### src/rtl/weight_row_mac.sv
// rtl/weight_row_mac.sv - Q8.8 weight-row multiply-accumulate stage fed by a negedge-registered weight BRAM
// Optional feature: define WEIGHT_ROW_MAC_RELU_EN to clamp negative results to zero.
module weight_row_mac #(
    parameter int DEPTH = 28,
    parameter int AW    = 5,
    parameter int DW    = 16,
    parameter int FRAC  = 8,
    parameter int ACCW  = 40
) (
    input  logic          CLK,
    input  logic          RST,
    input  logic          START,
    input  logic [DW-1:0] BIAS,
    input  logic [DW-1:0] X_DATA,
    input  logic          X_VALID,
    output logic          X_READY,
    output logic [AW-1:0] W_ADDR,
    output logic          W_EN,
    input  logic [DW-1:0] W_DO,
    output logic [DW-1:0] Y_DATA,
    output logic          Y_VALID,
    input  logic          Y_READY,
    output logic          BUSY
);

    typedef enum logic [1:0] {IDLE, FETCH, RUN, OUT} state_t;

    localparam logic [AW-1:0] LAST = AW'(DEPTH - 1);

    state_t                 state;
    logic [AW-1:0]          idx;
    logic [DW-1:0]          bias_q;
    logic                   out_pend;
    logic signed [ACCW-1:0] acc;

    logic signed [2*DW-1:0] prod;
    logic signed [ACCW-1:0] acc_next;
    logic signed [ACCW-1:0] bias_ext;
    logic signed [ACCW-1:0] biased;
    logic signed [ACCW-1:0] shifted;
    logic [DW-1:0]          sat;

    assign prod     = $signed(X_DATA) * $signed(W_DO);
    assign acc_next = acc + $signed({{(ACCW-2*DW){prod[2*DW-1]}}, prod});
    assign bias_ext = $signed({{(ACCW-DW){bias_q[DW-1]}}, bias_q});
    assign biased   = acc + (bias_ext <<< FRAC);
    assign shifted  = biased >>> FRAC;

    // Saturate when the bits above the Q8.8 sign bit are not a pure sign extension.
    always_comb begin
        sat = shifted[DW-1:0];
        if (shifted[ACCW-1:DW-1] != '0 && shifted[ACCW-1:DW-1] != '1) begin
            sat = shifted[ACCW-1] ? {1'b1, {(DW-1){1'b0}}} : {1'b0, {(DW-1){1'b1}}};
        end
`ifdef WEIGHT_ROW_MAC_RELU_EN
        if (sat[DW-1]) begin
            sat = '0;
        end
`endif
    end

    always_ff @(posedge CLK) begin
        if (RST) begin
            state    <= IDLE;
            idx      <= '0;
            acc      <= '0;
            bias_q   <= '0;
            out_pend <= 1'b0;
            X_READY  <= 1'b0;
            W_ADDR   <= '0;
            W_EN     <= 1'b0;
            Y_DATA   <= '0;
            Y_VALID  <= 1'b0;
            BUSY     <= 1'b0;
        end else begin
            case (state)
                IDLE: begin
                    if (START) begin
                        bias_q <= BIAS;
                        idx    <= '0;
                        acc    <= '0;
                        W_ADDR <= '0;
                        W_EN   <= 1'b1;
                        BUSY   <= 1'b1;
                        state  <= FETCH;
                    end
                end
                // BRAM samples W_ADDR on the negedge inside this cycle.
                FETCH: begin
                    X_READY <= 1'b1;
                    state   <= RUN;
                end
                RUN: begin
                    if (X_VALID && X_READY) begin
                        acc     <= acc_next;
                        X_READY <= 1'b0;
                        if (idx == LAST) begin
                            W_EN     <= 1'b0;
                            out_pend <= 1'b1;
                            state    <= OUT;
                        end else begin
                            idx    <= idx + 1'b1;
                            W_ADDR <= idx + 1'b1;
                            state  <= FETCH;
                        end
                    end
                end
                OUT: begin
                    if (out_pend) begin
                        Y_DATA   <= sat;
                        Y_VALID  <= 1'b1;
                        out_pend <= 1'b0;
                    end else if (Y_READY) begin
                        Y_VALID <= 1'b0;
                        BUSY    <= 1'b0;
                        state   <= IDLE;
                    end
                end
                default: state <= IDLE;
            endcase
        end
    end

endmodule
### config.mk
export PLATFORM = sky130hd
export DESIGN_NAME = weight_row_mac
export DESIGN_NICKNAME = d
export VERILOG_FILES = /design/src/rtl/weight_row_mac.sv
export SDC_FILE = /design/constraint.sdc
export NUM_CORES = 1
export LEC_CHECK = 0
export CAP_MARGIN = 25
export CORE_ASPECT_RATIO = 1.75
export CORE_UTILIZATION = 55
export CTS_BUF_LIST = sky130_fd_sc_hd__clkbuf_4 sky130_fd_sc_hd__clkbuf_8
export CTS_CLUSTER_DIAMETER = 150
export DETAILED_ROUTE_END_ITERATION = 16
export PLACE_DENSITY = 0.8
export SLEW_MARGIN = 20
export SYNTH_ARGS = -nofsm -noshare
export SYNTH_HDL_FRONTEND = slang
export SYNTH_SLANG_ARGS = --single-unit
### constraint.sdc
create_clock -name CLK -period 20.7 [get_ports CLK]
set_input_delay 3.105 -clock CLK [delete_from_list [all_inputs] [get_ports CLK]]
set_output_delay 3.105 -clock CLK [all_outputs]
set_load 0.01 [all_outputs]
# --- Word level (Yosys, flattened, before mapping) ---
# Index checks and enable logic that the tools add are counted.
totals:
  register_bits: 84
  latchBits: 0
  ramBits: 0
  romBits: 0
  in_bits: 53
  output_inout_bits: 25
  elab_cells: 72
  n_memories: 0
classes:
  n_addsub: 3
  n_mul: 1
  div_mod_pow: 0
  magnitude_cmp: 0
  n_eq_ne: 11
  shifts: 0
  n_mux: 28
  bitwise_logic: 0
  reduce_logical: 19
ops:
  columns: ["operator", "n"]
  rows:
  - ["$mux W40", 2]
  - ["$pmux W40 S2", 1]
  - ["$add A40 B24 Y40", 1]
  - ["$add A40 B32 Y40", 1]
  - ["$mul A16 B16 Y32", 1]
  - ["$mux W16", 2]
  - ["$ne A25 B25 Y1 const B", 1]
  - ["$reduce_bool A25 Y1", 1]
  - ["$reduce_and A4 Y1", 4]
  - ["$mux W5", 3]
  - ["$ne A2 B2 Y1 const B", 6]
  - ["$mux W2", 5]
  - ["$pmux W5 S2", 1]
  - ["$reduce_bool A2 Y1", 5]
  - ["$mux W1", 9]
  - ["$pmux W1 S2", 4]
  - ["$pmux W2 S4", 1]
  - ["$reduce_and A2 Y1", 4]
  - ["$reduce_and A3 Y1", 2]
  - ["$add A5 B1 Y5 const B", 1]
  - ["$eq A5 B5 Y1 const B", 1]
  - ["$eq A2 B2 Y1 const B", 2]
  - ["$eq A2 B1 Y1 const B", 1]
  - ["$logic_and A1 B1 Y1", 2]
  - ["$logic_not A2 Y1", 1]

# --- Longest topological paths before layout ---
logic_depth:
  depth_word: 4
  ltp_mapped: 26

# --- Worst setup path after synthesis ---
# Ideal clock, no wire load.
synth_timing:
  path_kind: "input to register"
  startpoint: "input X_DATA[10]"
  endpoint: "register acc[38]"
  setup_ps: 86
  arrival_ps: 9215
  required_time_ps: 20614
  slack_ps: 11399
  cell_stages: 23
  path_buffers: 1
  cell_sequence: "clkbuf_1 > nand2_1 > fa_1 > fa_1 > fa_1 > fa_1 > inv_1 > fa_1 > inv_1 > fa_1 > inv_1 > ha_1 > a21o_1 > a21oi_1 > nor2_1 > a311o_1 > a2111o_1 > a31oi_1 > o21ai_0 > o21a_1 > o21bai_1 > mux2_2 > a211oi_1"
synth_between:
  elab_chain_len: 4
synth_rtl:
  columns: ["element", "line_no", "rtl"]
  rows:
  - ["from (decl)", "14", "input logic [DW-1:0] X_DATA,"]
  - ["$mul A16 B16 Y32", "43", "assign prod = $signed(X_DATA) * $signed(W_DO);"]
  - ["$add A40 B32 Y40", "44", "assign acc_next = acc + $signed({{(ACCW-2*DW){prod[2*DW-1]}}, prod});"]
  - ["$mux W40", "94", "if (X_VALID && X_READY) begin"]
  - ["$pmux W40 S2", "76", "case (state)"]
  - ["to (signal assigned)", "95", "acc <= acc_next;"]
  - ["to (decl)", "34", "logic signed [ACCW-1:0] acc;"]
# Every way passes these cells. The select of a mux whose other input is x is not followed.
# A chain may end at the register's enable or synchronous reset.

# --- Worst setup path after layout ---
layout_timing:
  startpoint: "input X_DATA[15]"
  endpoint: "register acc[37]"
# Same word-level chain as after synthesis.

==> qor.yml <==
timing:
  finClkSkew_ns: 0.01881
  hold_viol: 0
  max-slew-margin-rel_pct: 30.53
  rsz0062_at_grt: "false"
  finalSetupViolCount: 0
  tightestPinTransition_ns: 1.036
  fmax_mhz: 96.24
  finalSetupTns_ns: 0
  post-route-period-util_pct: 50.20
  post-route-min-period_ns: 10.39
  maxSlewViolCount: 0
critical_path:
  critical_path.startpoint_type: "input pin"
  crit_required_ns: 20.99
  critPathArrivalTime_ns: 10.68
  crit_fanout: 16
  crit_start: "X_DATA[15]"
  slowest_delay_ns: 0.88
  endpoint_kind: "flip-flop"
  crit_type: "input pin to flip-flop"
  critPathSlowestCell: "clkdlybuf4s50_1"
  crit_chain: "clkdlybuf4s50_1 > nand2_1 > inv_1 > fa_1 > fa_1 > inv_1 > fa_1 > inv_1 > fa_1 > fa_1 > inv_1 > fa_1 > inv_1 > ha_1 > inv_1 > o21bai_1 > a2111oi_0 > o31ai_1 > nand3_1 > nand3b_1 > o21ai_0 > a21oi_1 > or3_1 > a32o_1"
  worstReg2RegStart: "acc[15]"
synth:
  postSynthRegisterBits: 84
  synth_nets: 2470
  async_flop_share_pct: 0
  synth-seq-area-share_pct: 9.789
  synth_edf_count: 0
  avgSynthCellArea_sq_um: 8.860
  syn-instance-count: 1939
  ys_types: 71
  synth-main-ff-cell: "dfxtp_1"
  syn-cell-area_sq_um: 17180
  ys_warn_count: 0
detailed_routing:
  via_per_inst: 5.536
  drc: 0
  ant_nets: 0
  avgRoutedWirePerCell_um: 17.06
  vias: 13100
  drt_pre_antenna_iters: 5
  drt_iter0_markers: 556
  wirelength_mm: 40.36
global_route:
  antenna_found_initial: 0
  grt_pass1_wl_mm: 69.39
  grt_pass1_vias: 14650
  grt_usage_pct: 27.42
  grt_overflow_total: 0
  grt_max_degree: 65
die:
  rows: 85
  core-area_sq_um: 30740
  start_util_pct: 55.89
  die-area_sq_um: 31970
  io_pins: 78
  die_h_um: 235.8
  die_x_um: 135.6
clock_network:
  cts_buffers: 9
  clkTransAtPathRegs_ns: 0.10
  clockBufferDepth: 2
  cts-htree-levels: 3
  cts_tree: "yes"
  holdBufCountCts: 0
  root_buffer: "clkbuf_8"
  post_cts_resized: 0
  cts.sinks: 84
  clock_latency_ns: 0.39
  post_cts_buffers: 0
layout:
  layout_commonest_cell: "inv_1"
  mostFrequentLayoutCells: "inv_1, fa_1, nand2_1"
  nets: 2501
  fin_cells: 2366
  area_growth_pct: 7.014
  num_antenna_cells: 0
  drive_gt1_share_pct: 3.241
worst_hold_path:
  hp-start: "bias_q[5]"
  min_path_type: "flip-flop to flip-flop"
placement:
  place_congestion: 0.9304
  dp.cells: 2350
  port-buffer-count: 77
  dpl.hpwl_mm: 34.58
run_status:
  status: "finished clean"
job:
  drv_cap: 0
==> layer usage <==
| layer | track usage [%] | vias up | wire [um] |
|---|---|---|---|
| li1 | - | 6097 | - |
| met1 | 28.89 | 6510 | 14300 |
| met2 | 52.55 | 354 | 22710 |
| met3 | 2.815 | 137 | 1445 |
| met4 | 13.45 | 0 | 1902 |
| met5 | 0 | - | 0 |
==> flip-flops by register name, summed over array words and instances, names as in the netlist <==
signal	cells
Y_VALID	1
acc	40
out_pend	1
X_READY	1
W_EN	1
Y_DATA	16
bias_q	16
BUSY	1
state	2
idx	5
==> cells in the mapped netlist, drive strengths merged, types with 33 or more instances <==
cell      n  area share [%]
nor2     86             1.9
o21ai    33            0.96
inv     422             9.2
a21oi   104             3.1
fa      331              39
clkbuf   57             1.5
dfxtp    84             9.8
and2    115             4.2
nand3    41             1.2
nand2   213             4.7
ha      147              11
xnor2    42             2.1
==> stage by stage <==
stage               setup WS, ns  hold slack, ns  cell area (sq um)  util, %
global route               9.940          0.5016              18380    59.81
floorplan                  11.40          0.4406              17180        -
global placement           10.26          0.4594              18170    59.12
finish                     10.31          0.4801              18380    59.81
detailed placement         10.08          0.4637              18180    59.15
CTS                        10.45          0.4783              18380    59.81
==> path summary, 6_finish.rpt <==
kind / end / slack, ns / cells past startpoint
setup / recovery: acc[37] / 10.31 / 24
hold / removal: bias_q[5] / 0.48 / 2
setup reg to reg: acc[38] / 14.62 / 21
hold reg to reg: bias_q[5] / 0.48 / 2
==> logic make-up (layout without fill, tap and decap cells) <==
logic type / count (synthesis) / in the layout / share of synthesized area [%]
multiplexers: 4 / 4 / 0.2476
AO/OA/AOI/OAI: 280 / 280 / 11.03
adder cells (fa/ha/maj): 478 / 478 / 49.28
buffers and inverters: 489 / 525 / 11.18
flip-flops: 84 / 84 / 9.789
XOR/XNOR: 68 / 68 / 3.467
AND/OR/NAND/NOR: 536 / 536 / 15.00
==> critical path, delay by kind of cell <==
| family | cells | cell delay [ns] |
|---|---|---|
| buffers and inverters | 7 | 1.52 |
| adder cells (fa/ha/maj) | 7 | 3.56 |
| AO/OA/AOI/OAI | 6 | 1.70 |
| AND/OR/NAND/NOR | 4 | 0.80 |
==> area by class of cell <==
| class | count | area [sq um] |
|---|---|---|
| inverters | 422 | 1584 |
| fillers | 2630 | 12350 |
| multi-input cells | 1366 | 13580 |
| repair buffers | 87 | 840.8 |
| clock buffers | 9 | 123.9 |
| well taps | 391 | 489.2 |
| clock inverters | 7 | 80.08 |
| flip-flops and latches | 84 | 1682 |
Power is left out: the tool's default activity adds up to more than one toggle a clock period on the data nets, which glitch-free logic cannot reach.
